[config.mk]
export PLATFORM = sky130hd
export DESIGN_NAME = mole_round_ctrl
export DESIGN_NICKNAME = d
export VERILOG_FILES = /design/src/rtl/mole_round_ctrl.sv
export SDC_FILE = /design/constraint.sdc
export NUM_CORES = 1
export LEC_CHECK = 0
export CAP_MARGIN = 5
export CORE_ASPECT_RATIO = 0.7
export CORE_UTILIZATION = 56
export CTS_BUF_LIST = sky130_fd_sc_hd__clkbuf_16
export DETAILED_ROUTE_END_ITERATION = 16
export PLACE_DENSITY_LB_ADDON = 0.3
export SKIP_LAST_GASP = 1
export SLEW_MARGIN = 10
export SYNTH_ARGS = -nofsm -noshare
export SYNTH_HDL_FRONTEND = slang
export SYNTH_SLANG_ARGS = --single-unit
[constraint.sdc]
create_clock -name clk -period 4.3 [get_ports clk]
set_input_delay 0.645 -clock clk [delete_from_list [all_inputs] [get_ports clk]]
set_output_delay 0.645 -clock clk [all_outputs]
set_load 0.01 [all_outputs]
[src/rtl/mole_round_ctrl.sv]
// Whack-a-mole round sequencer: spawns a mole from the random source, times the lit window,
// judges button presses and accumulates saturating score/miss counts over a fixed number of rounds.
module mole_round_ctrl #(
  parameter int ROUNDS      = 16,
  parameter int SHOW_TICKS  = 750,
  parameter int GAP_TICKS   = 250,
  parameter int FLASH_TICKS = 100,
  parameter int CW          = 16
) (
  input  logic       clk,
  input  logic       rst_n,
  input  logic       start,
  input  logic       tick,
  input  logic [2:0] rand_idx,
  output logic       rand_next,
  input  logic [7:0] btn_pulse,
  output logic [7:0] led,
  output logic       hit_flash,
  output logic [7:0] score,
  output logic [7:0] misses,
  output logic       busy,
  output logic       done
);

  // state   | meaning
  // IDLE    | after reset, waiting for start
  // SPAWN   | one cycle: latch mole position, advance random source
  // SHOW    | mole lit, judging presses, counting down SHOW_TICKS
  // HIT     | hit feedback flash for FLASH_TICKS
  // GAP     | dark pause between moles for GAP_TICKS
  // DONE    | game over, results held until next start
  typedef enum logic [2:0] {S_IDLE, S_SPAWN, S_SHOW, S_HIT, S_GAP, S_DONE} state_t;

  localparam logic [CW-1:0] SHOW_C   = CW'(SHOW_TICKS);
  localparam logic [CW-1:0] GAP_C    = CW'(GAP_TICKS);
  localparam logic [CW-1:0] FLASH_C  = CW'(FLASH_TICKS);
  localparam logic [CW-1:0] ONE_C    = CW'(1);
  localparam logic [7:0]    ROUNDS_C = 8'(ROUNDS);

  state_t        state_q, state_d;
  logic [CW-1:0] cnt_q, cnt_d;
  logic [2:0]    mole_idx_q, mole_idx_d;
  logic [7:0]    round_q, round_d;
  logic [7:0]    score_q, score_d;
  logic [7:0]    misses_q, misses_d;
  logic [7:0]    led_q, led_d;
  logic          hit_flash_q, hit_flash_d;
  logic          rand_next_q, rand_next_d;
  logic          busy_q, busy_d;
  logic          done_q, done_d;
  logic [1:0]    miss_inc;

  function automatic logic [7:0] sat_add8(input logic [7:0] a, input logic [1:0] b);
    logic [8:0] sum;
    sum = {1'b0, a} + {7'b0, b};
    return sum[8] ? 8'hFF : sum[7:0];
  endfunction

  always_comb begin
    state_d    = state_q;
    cnt_d      = cnt_q;
    mole_idx_d = mole_idx_q;
    round_d    = round_q;
    score_d    = score_q;
    misses_d   = misses_q;
    miss_inc   = 2'd0;

    case (state_q)
      S_IDLE, S_DONE: begin
        if (start) begin
          score_d  = 8'd0;
          misses_d = 8'd0;
          round_d  = 8'd0;
          state_d  = S_SPAWN;
        end
      end
      S_SPAWN: begin
        mole_idx_d = rand_idx;
        cnt_d      = SHOW_C;
        state_d    = S_SHOW;
      end
      S_SHOW: begin
        if (btn_pulse[mole_idx_q]) begin
          score_d = sat_add8(score_q, 2'd1);
          cnt_d   = FLASH_C;
          state_d = S_HIT;
        end else begin
          // a wrong press and the timeout in the same cycle each cost a miss
          if (|btn_pulse) miss_inc = miss_inc + 2'd1;
          if (tick) begin
            if (cnt_q == ONE_C) begin
              miss_inc = miss_inc + 2'd1;
              cnt_d    = GAP_C;
              state_d  = S_GAP;
            end else begin
              cnt_d = cnt_q - ONE_C;
            end
          end
          misses_d = sat_add8(misses_q, miss_inc);
        end
      end
      S_HIT: begin
        if (tick) begin
          if (cnt_q == ONE_C) begin
            cnt_d   = GAP_C;
            state_d = S_GAP;
          end else begin
            cnt_d = cnt_q - ONE_C;
          end
        end
      end
      S_GAP: begin
        if (tick) begin
          if (cnt_q == ONE_C) begin
            round_d = round_q + 8'd1;
            state_d = (round_q + 8'd1 == ROUNDS_C) ? S_DONE : S_SPAWN;
          end else begin
            cnt_d = cnt_q - ONE_C;
          end
        end
      end
      default: state_d = S_IDLE;
    endcase
  end

  // led/hit_flash follow the registered state, so the mole lights two edges after start
  always_comb begin
    led_d       = (state_q == S_SHOW) ? (8'd1 << mole_idx_q) : 8'd0;
    hit_flash_d = (state_q == S_HIT);
    rand_next_d = (state_d == S_SPAWN);
    busy_d      = (state_d == S_SPAWN) || (state_d == S_SHOW) ||
                  (state_d == S_HIT)   || (state_d == S_GAP);
    done_d      = (state_d == S_DONE);
  end

  always_ff @(posedge clk or negedge rst_n) begin
    if (!rst_n) begin
      state_q     <= S_IDLE;
      cnt_q       <= '0;
      mole_idx_q  <= 3'd0;
      round_q     <= 8'd0;
      score_q     <= 8'd0;
      misses_q    <= 8'd0;
      led_q       <= 8'd0;
      hit_flash_q <= 1'b0;
      rand_next_q <= 1'b0;
      busy_q      <= 1'b0;
      done_q      <= 1'b0;
    end else begin
      state_q     <= state_d;
      cnt_q       <= cnt_d;
      mole_idx_q  <= mole_idx_d;
      round_q     <= round_d;
      score_q     <= score_d;
      misses_q    <= misses_d;
      led_q       <= led_d;
      hit_flash_q <= hit_flash_d;
      rand_next_q <= rand_next_d;
      busy_q      <= busy_d;
      done_q      <= done_d;
    end
  end

  assign led       = led_q;
  assign hit_flash = hit_flash_q;
  assign rand_next = rand_next_q;
  assign score     = score_q;
  assign misses    = misses_q;
  assign busy      = busy_q;
  assign done      = done_q;

endmodule

==> impl_metrics.tcl <==
set metrics [dict create \
    cp_data_arrival_time_ns 3.90 \
    clock_path_buffers 2 \
    yosysWarningCount 0 \
    first_pass_iters 4 \
    level_count_of_the_clock_h_tree 3 \
    setup_crit_end_kind "register" \
    critical_setup_path_kind "register to register" \
    number_of_global_route_vias_before_repair 2861 \
    dr_total_vias 3256 \
    slew_headroom_pct 27.7 \
    layout-drive-gt1-share_pct 9.84 \
    syn_inst_count 390 \
    slew_violations 0 \
    final_period_minus_worst_setup_slack_ns 3.66 \
    power.density_cell_area_nw_per_um2 477 \
    cts_repair_resize_count 0 \
    fp.dieH_um 68.1 \
    antenna_violations_before_repair 0 \
    synth_seq_area_share_pct 41.6 \
    p_leak_nw 1.82 \
    initial_drt_markers 257 \
    timing.final.setup_violations 0 \
    synthToLayoutAreaGrowth_pct 23.1 \
    io_buffer_count 42 \
    routed_wire_length_per_instance_um 17.1 \
    syn_area_um2 3490 \
    drt-total-wl_um 8760 \
    track_usage_pct 28.2 \
    setup_tns_ns 0 \
    drcViolationCount 0 \
    clockRootBuffer "clkbuf_16" \
    fin_crit_sh_pct 85.0 \
    actual_transition_at_the_worst_max_transition_pin_ns 1.08 \
    clock.fmax_ghz 0.273 \
    coreArea_um2 5870 \
    nNetsFinal 456 \
    antenna_cells_inserted 0 \
    first_pass_grt_wire_length_um 13900 \
    placedCellCount 496 \
    mapped_nets 414 \
    cts.sink_count 58 \
    critical_path_required_time_ns 4.55 \
    antenna_violating_nets_post_route 0 \
    grt_start_max_net_pins 59 \
    detail_route.vias_per_cell 6.36 \
    timing.final.hold_violations 0 \
    grt.overflow.total 0 \
    final_core_util_pct 73.3 \
    outcome "finished, final reports clean" \
    timing.max_cap.violations 0 \
    die_width_um 96.4 \
    ctsHoldBuffers 0 \
    area_of_the_die_um2 6560 \
    worstSetupStartpointType "register" \
    core.rowCount 23 \
    cts_inserted_buffers 9 \
    post-dp-hpwl_um 5990 \
    dpl_worst_slack_ns 0.496 \
    finalWorstSetupSlack_ns 0.643 \
    rsz_0062_raised_after_global_routing "false" \
    clock_latency_ns 0.33 \
    critical_path.max_fanout 9 \
    synth.lib_cells_used.distinct 66 \
    routabilityCongestion 0.924 \
    synth_top_flop_cell "dfrtp_1" \
    non_filler_cells_in_the_finished_layout 512 \
    report.power.total_mw 2.05 \
    worst-r2r-setup-slack_ns 0.64 \
    ios 43 \
    synth.ff_latch_count 58 \
    tritoncts "done" \
    synth_enable_flop_cells 0 \
    worstHoldPathType "input pin to async pin" \
    postCtsSetupBuffers 0 \
    synth-async-reset-ratio_pct 100 \
    floorplan.initialDensity_pct 59.5 \
    synth_area_per_cell_um2 8.95 \
    skew_ns 0.00707 \
    irDropWorstVdd_mv 0.328 \
    clk_pin_slew_ns 0.05 \
]
==> area by class of cell <==
| cell class | count | area (um2) |
|---|---|---|
| Fill cell | 426 | 1570 |
| Tap cell | 75 | 93.8 |
| Clock buffer | 9 | 225 |
| Multi-Input combinational cell | 303 | 1910 |
| Timing Repair Buffer | 48 | 460 |
| Clock inverter | 7 | 110 |
| Inverter | 12 | 45.0 |
| Sequential cell | 58 | 1450 |
==> layout by cell type (no fill, tap or decap), types with 3 or more instances in the layout <==
cell / netlist / final
o211ai_1: 3 / 3
nand3_1: 17 / 17
a21oi_1: 37 / 37
nor2_1: 34 / 34
or3_1: 5 / 5
clkbuf_16: 0 / 9
or4_1: 4 / 4
buf_4: 1 / 6
nor3_1: 11 / 11
a31o_2: 3 / 3
nor4_1: 9 / 9
nand4_1: 3 / 3
nor3b_1: 3 / 3
xnor2_1: 3 / 3
o21ai_0: 21 / 21
o22ai_1: 3 / 3
a31oi_1: 10 / 10
and2_1: 4 / 4
and3_1: 6 / 6
dfrtp_1: 58 / 58
o31ai_1: 5 / 5
a41oi_1: 4 / 4
nor2b_1: 6 / 6
inv_1: 12 / 14
clkdlybuf4s50_1: 0 / 41
nand2b_1: 8 / 8
mux2i_1: 7 / 7
nand2_1: 35 / 35
mux2_2: 7 / 7
ha_1: 8 / 8
bufinv_16: 0 / 3
==> cells in the mapped netlist, types with 8 or more instances <==
master | n | area share, %
nor2_1 | 34 | 3.7
inv_1 | 12 | 1.3
a21oi_1 | 37 | 5.3
nand2_1 | 35 | 3.8
o21ai_0 | 21 | 3.0
nand3_1 | 17 | 2.4
nor3_1 | 11 | 1.6
a31oi_1 | 10 | 1.8
ha_1 | 8 | 2.9
dfrtp_1 | 58 | 42
nor4_1 | 9 | 1.6
nand2b_1 | 8 | 1.4
clkbuf_1 | 9 | 0.97
==> path summary, 6_finish.rpt <==
kind / startpoint / endpoint / cells past startpoint
min in group clk: cnt_q[13] / cnt_q[13] / 1
worst max-delay path: cnt_q[2] / misses[4] / 12
worst min register to register: cnt_q[13] / cnt_q[13] / 1
worst min-delay path: rst_n / round_q[7] / 2
worst max register to register: cnt_q[2] / misses[4] / 12
max in group asynchronous: rst_n / cnt_q[6] / 2
==> sequential cells by signal (all words and copies together), names as in the netlist, 3 cells and up <==
| name | count |
|---|---|
| cnt_q | 16 |
| led | 8 |
| misses | 8 |
| round_q | 8 |
| score | 8 |
| mole_idx_q | 3 |
| state_q | 3 |
==> where the power goes <==
group / total [mW] / internal [mW] / switching [mW]
registers: 0.737 / 0.623 / 0.114
logic: 0.508 / 0.224 / 0.284
clock network: 0.805 / 0.560 / 0.245
==> critical path, cell delays in order (launching register included) <==
cell and delay (ns):
dfrtp_1 0.50, nor4_4 0.49, and4_2 0.43, ha_1 0.16
mux2_2 0.15, ha_1 0.16, inv_1 0.05, fa_1 0.39
nor2b_1 0.33, and2_1 0.22, nand3_1 0.24, a41o_1 0.31
a21oi_1 0.15
==> cells by family (layout without fill, tap and decap cells) <==
group / count (synthesis) / in the layout / share of synthesized area [%]
xor gates and xnor gates: 5 / 5 / 1.25
muxes: 14 / 14 / 4.26
buffers and inverters: 29 / 76 / 3.62
AOI/OAI and AO/OA: 114 / 114 / 21.0
adders and majority gates: 9 / 9 / 3.44
and+or+nand+nor: 161 / 161 / 24.9
DFF: 58 / 58 / 41.6
==> stage by stage <==
stage / hold slack (ns) / area, um2
floorplan: 0.349 / 3490
global placement: 0.521 / 3970
detailed placement: 0.522 / 3970
CTS: 0.497 / 4300
global route: 0.553 / 4300
finish: 0.461 / 4300
==> metal layers <==
layer / up-vias / track usage, % / part of all wire, %
met1: 1567 / 39.9 / 47
met4: 0 / 9.01 / 1.6
met2: 124 / 42.8 / 45
met5: - / 0 / 0
li1: 1548 / - / -
met3: 17 / 6.67 / 6.5
No activity file was read; power rests on OpenSTA's default activity.
==> edit 1, RTL diff (config.mk and constraints unchanged) <==
`CW`: 16 -> 32.
--- a/src/rtl/mole_round_ctrl.sv
+++ b/src/rtl/mole_round_ctrl.sv
@@ -5,7 +5,7 @@
   parameter int SHOW_TICKS  = 750,
   parameter int GAP_TICKS   = 250,
   parameter int FLASH_TICKS = 100,
-  parameter int CW          = 16
+  parameter int CW          = 32
 ) (
   input  logic       clk,
   input  logic       rst_n,
Formal check against the unedited RTL: no difference found for any inputs over 10 cycles, from zero or initial values and one cycle with rst_n low; that may be too few to reach the edited logic, so the function may still have changed.
==> edit 1 against the original RTL <==
- global-route usage is 3.3 points higher
- die area is 32% higher
- wire length is 48% higher
- final area is 27% higher
- area after synthesis is 33% higher
- non-clock buffer count is 6 higher
- sequential share of layout area is 0.086 points higher
- total power is 19% higher
- count of clock-buffer cells in the layout stayed put
- sequential cell count is 16 higher
- setup slack worse by 0.094 ns
- clock skew is 0.0012 ns higher
- critical path type unchanged
==> edit 1: results (changes against the original RTL) <==
Crit-path slowest cell - or4_4
post-synthesis sequential area ratio - 39.9% (-1.7 points)
Nets - 602 (+32%)
Seq power - 946 uW (+28%)
Area contributors post-synth - dfrtp_1 (40%), o21ai_0 (5.1%), nor2_1 (4.0%)
Gate power share - 28.9% (+4.1 points)
XOR/XNOR share of the synthesized area - 0.566% (-0.69 points)
Final GP Congestion - 0.949 (+2.7%)
final period demand of the worst path - 3.75 ns (+0.0936 ns)
met3 WL - 1250 um (+120%)
GRT met2 Usage - 46.8% (+4.0 points)
detailed placer's ending HPWL - 9050 um (+51%)
leakage power total - 0.00227 uW (+25%)
outcome - finished, final reports clean
first-pass GRT wire length - 21,800 um (+58%)
vias per cell - 6.72 (+5.7%)
hold_ws - 0.440 ns (-0.0214 ns)
met1 GRT Util - 46.0% (+6.1 points)
number of global-route vias before repair - 4,315 (+51%)
clock skew - 0.00831 ns (+0.00124 ns)
worst flop-to-flop path endpoint - misses[2]
pin count of the biggest net entering global routing - 75 (+27%)
drt wl/cell - 19.0 um (+11%)
Fillers - 614 (+44%)
net count after synthesis - 563 (+36%)
placed cell count - 668 (+35%)
GRT Util Overall - 31.5% (+3.3 points)
Compound-Gate Fraction of Synth Area - 26.7% (+5.8 points)
via count - 4,598 (+41%)
wire length on met2 - 5750 um (+45%)
Worst path max stage delay - 0.59 ns (+0.09 ns)
layout cells sized above 1 - 8.06% (-1.8 points)
FF-to-FF path depth - 15 (+3)
Sequential Power Share - 38.8% (+2.8 points)
mux cell area share after synthesis - 3.45% (-0.81 points)
Max VDD drop - 0.366 mV (+12%)
syn_area_per_cell - 8.61 sq um (-3.8%)
-- edit 1: cell types whose count changed in the layout (fill, tap and decap cells not counted), moves of 9 or more --
cell / unedited run / this run
nand2_1: 35 / 44
nor2_1: 34 / 49
nor3_1: 11 / 22
dfrtp_1: 58 / 74
o21ai_0: 21 / 47
-- edit 1: final cells by class --
type / count / area (sq um) / share of cell area (%)
multi-input cells: 421 / 2610 / 47.7
flip-flops and latches: 74 / 1850 / 33.8
repair buffers: 54 / 508 / 9.28
clock buffers: 9 / 225 / 4.12
well taps: 101 / 126 / 2.31
clock inverters: 7 / 85.1 / 1.55
inverters: 18 / 67.6 / 1.23
-- edit 1: logic make-up (layout without fill, tap and decap cells) --
family	Yosys count	in the layout
AO/OA/AOI/OAI	187	187
XOR/XNOR	3	3
adder cells (fa/ha/maj)	9	9
buffers and inverters	44	88
flip-flops	74	74
multiplexers	15	15
AND/OR/NAND/NOR	207	207
==> edit 2, RTL diff (config.mk and constraints unchanged) <==
Without the edit above. The 6 states of `state_t` get a one-hot encoding in 6 bits.
--- a/src/rtl/mole_round_ctrl.sv
+++ b/src/rtl/mole_round_ctrl.sv
@@ -29,7 +29,7 @@
   // HIT     | hit feedback flash for FLASH_TICKS
   // GAP     | dark pause between moles for GAP_TICKS
   // DONE    | game over, results held until next start
-  typedef enum logic [2:0] {S_IDLE, S_SPAWN, S_SHOW, S_HIT, S_GAP, S_DONE} state_t;
+  typedef enum logic [5:0] {S_IDLE = 6'b000001, S_SPAWN = 6'b000010, S_SHOW = 6'b000100, S_HIT = 6'b001000, S_GAP = 6'b010000, S_DONE = 6'b100000} state_t;
 
   localparam logic [CW-1:0] SHOW_C   = CW'(SHOW_TICKS);
   localparam logic [CW-1:0] GAP_C    = CW'(GAP_TICKS);
Formal check against the unedited RTL: no difference found for any inputs over 10 cycles, from zero or initial values and one cycle with rst_n low; not proved beyond that.
==> edit 2 against the original RTL <==
- sequential cell count is 3 higher
- wire length is 10% higher
- utilization fell by 2.8 points
- final area rose by 3.3%
- setup slack got worse by 0.13 ns
- area after synthesis is 6.2% higher
- total power is 3.0% higher
- synthesized cell count grew 5.9%
- critical endpoint is now misses[5]
==> edit 2: results (changes against the original RTL) <==
Crit-path slowest cell - and4_1
invs w/o clock - 16 (+4)
post-synthesis sequential area ratio - 41.2% (-0.38 points)
Final GP Congestion - 0.957 (+3.6%)
Clock-cell share - 6.40% (-1.4 points)
pin count of the biggest net entering global routing - 62 (+5.1%)
initial DRC count - 307 (+19%)
first-pass GRT wire length - 16,000 um (+16%)
GRT Util Overall - 29.9% (+1.7 points)
Nets - 473 (+3.7%)
detailed placer's ending HPWL - 6560 um (+9.5%)
Non-clk bufs - 44 (-8.3%)
fraction of area in registers - 34.4% (+0.65 points)
Slew headroom - 41.0% (+13 points)
clock skew - 0.00750 ns (+0.000425 ns)
drt wl/cell - 18.1 um (+5.9%)
Area contributors post-synth - dfrtp_1 (40%), o21ai_0 (5.9%), a21oi_1 (3.8%)
via count - 3,516 (+8.0%)
outcome - finished, final reports clean
TritonRoute pass-1 iters - 6 (+2)
net count after synthesis - 436 (+5.3%)
count of multi-input gates - 318 (+5.0%)
leakage power total - 0.00185 uW (+1.7%)
Max VDD drop - 0.319 mV (-2.7%)
multi-input logic area - 2040 sq um (+6.6%)
Synth top cells by count - dfrtp_1 (60), o21ai_0 (44), nand2_1 (35)
highest net fanout along the worst path - 11 (+2)
Crit path arrival time - 4.00 ns (+0.10 ns)
## edit 2: changes by cell type after synthesis, moves of 4 or more
cell | before | now
o21ai_0 | 21 | 44
a21oi_1 | 37 | 28
mux2i_1 | 7 | 1
nand4_1 | 3 | 8
nor2_1 | 34 | 29
nor2b_1 | 6 | 1
nor3_1 | 11 | 16
or3_1 | 5 | 0
and3_1 | 6 | 10
inv_1 | 12 | 16
nand3_1 | 17 | 13
nand3b_1 | 0 | 4
## edit 2: worst paths after layout
check,startpoint,to,slack [ns],cells past startpoint
setup / recovery,cnt_q[1],misses[5],0.51,15
setup reg to reg,cnt_q[1],misses[5],0.51,15
hold reg to reg,round_q[7],round_q[7],0.47,1
hold / removal,rst_n,led[6],0.46,2
max in group asynchronous,rst_n,score[7],3.31,2
min in group clk,round_q[7],round_q[7],0.47,1
## edit 2: per-stage QoR
stage                     instances  cell area [sq um]  setup slack (ns)
after floorplan                 413               3710             0.951
after detailed placement        517               4160             0.618
after global routing            533               4440             0.334
after CTS                       533               4440             0.605
final                           533               4440             0.512
after global placement          517               4160             0.706
## edit 2: power groups by stage
stage / clock [uW] / sequential, uW / combinational [uW]
after CTS: 699 / 773 / 633
after global routing: 726 / 792 / 707
after global placement: 0 / 776 / 609
after detailed placement: 0 / 783 / 625
final: 690 / 776 / 645
after floorplan: 0 / 727 / 497
## edit 2: metal layers
metal | global-route usage, % | vias to the layer above | part of all wire, %
li1 | - | 1628 | -
met1 | 42.6 | 1652 | 45
met2 | 42.4 | 208 | 43
met3 | 10.8 | 28 | 11
met4 | 8.99 | 0 | 1.4
met5 | 0 | - | 0
## edit 2: logic make-up after synthesis
logic type	after synthesis	synth area share [%]
mux	11	3.81
simple gates	154	22.4
compound gates	138	24.3
flops	61	41.2
fa+ha+maj	8	2.90
buf+inv	34	3.81
xor+xnor	7	1.65
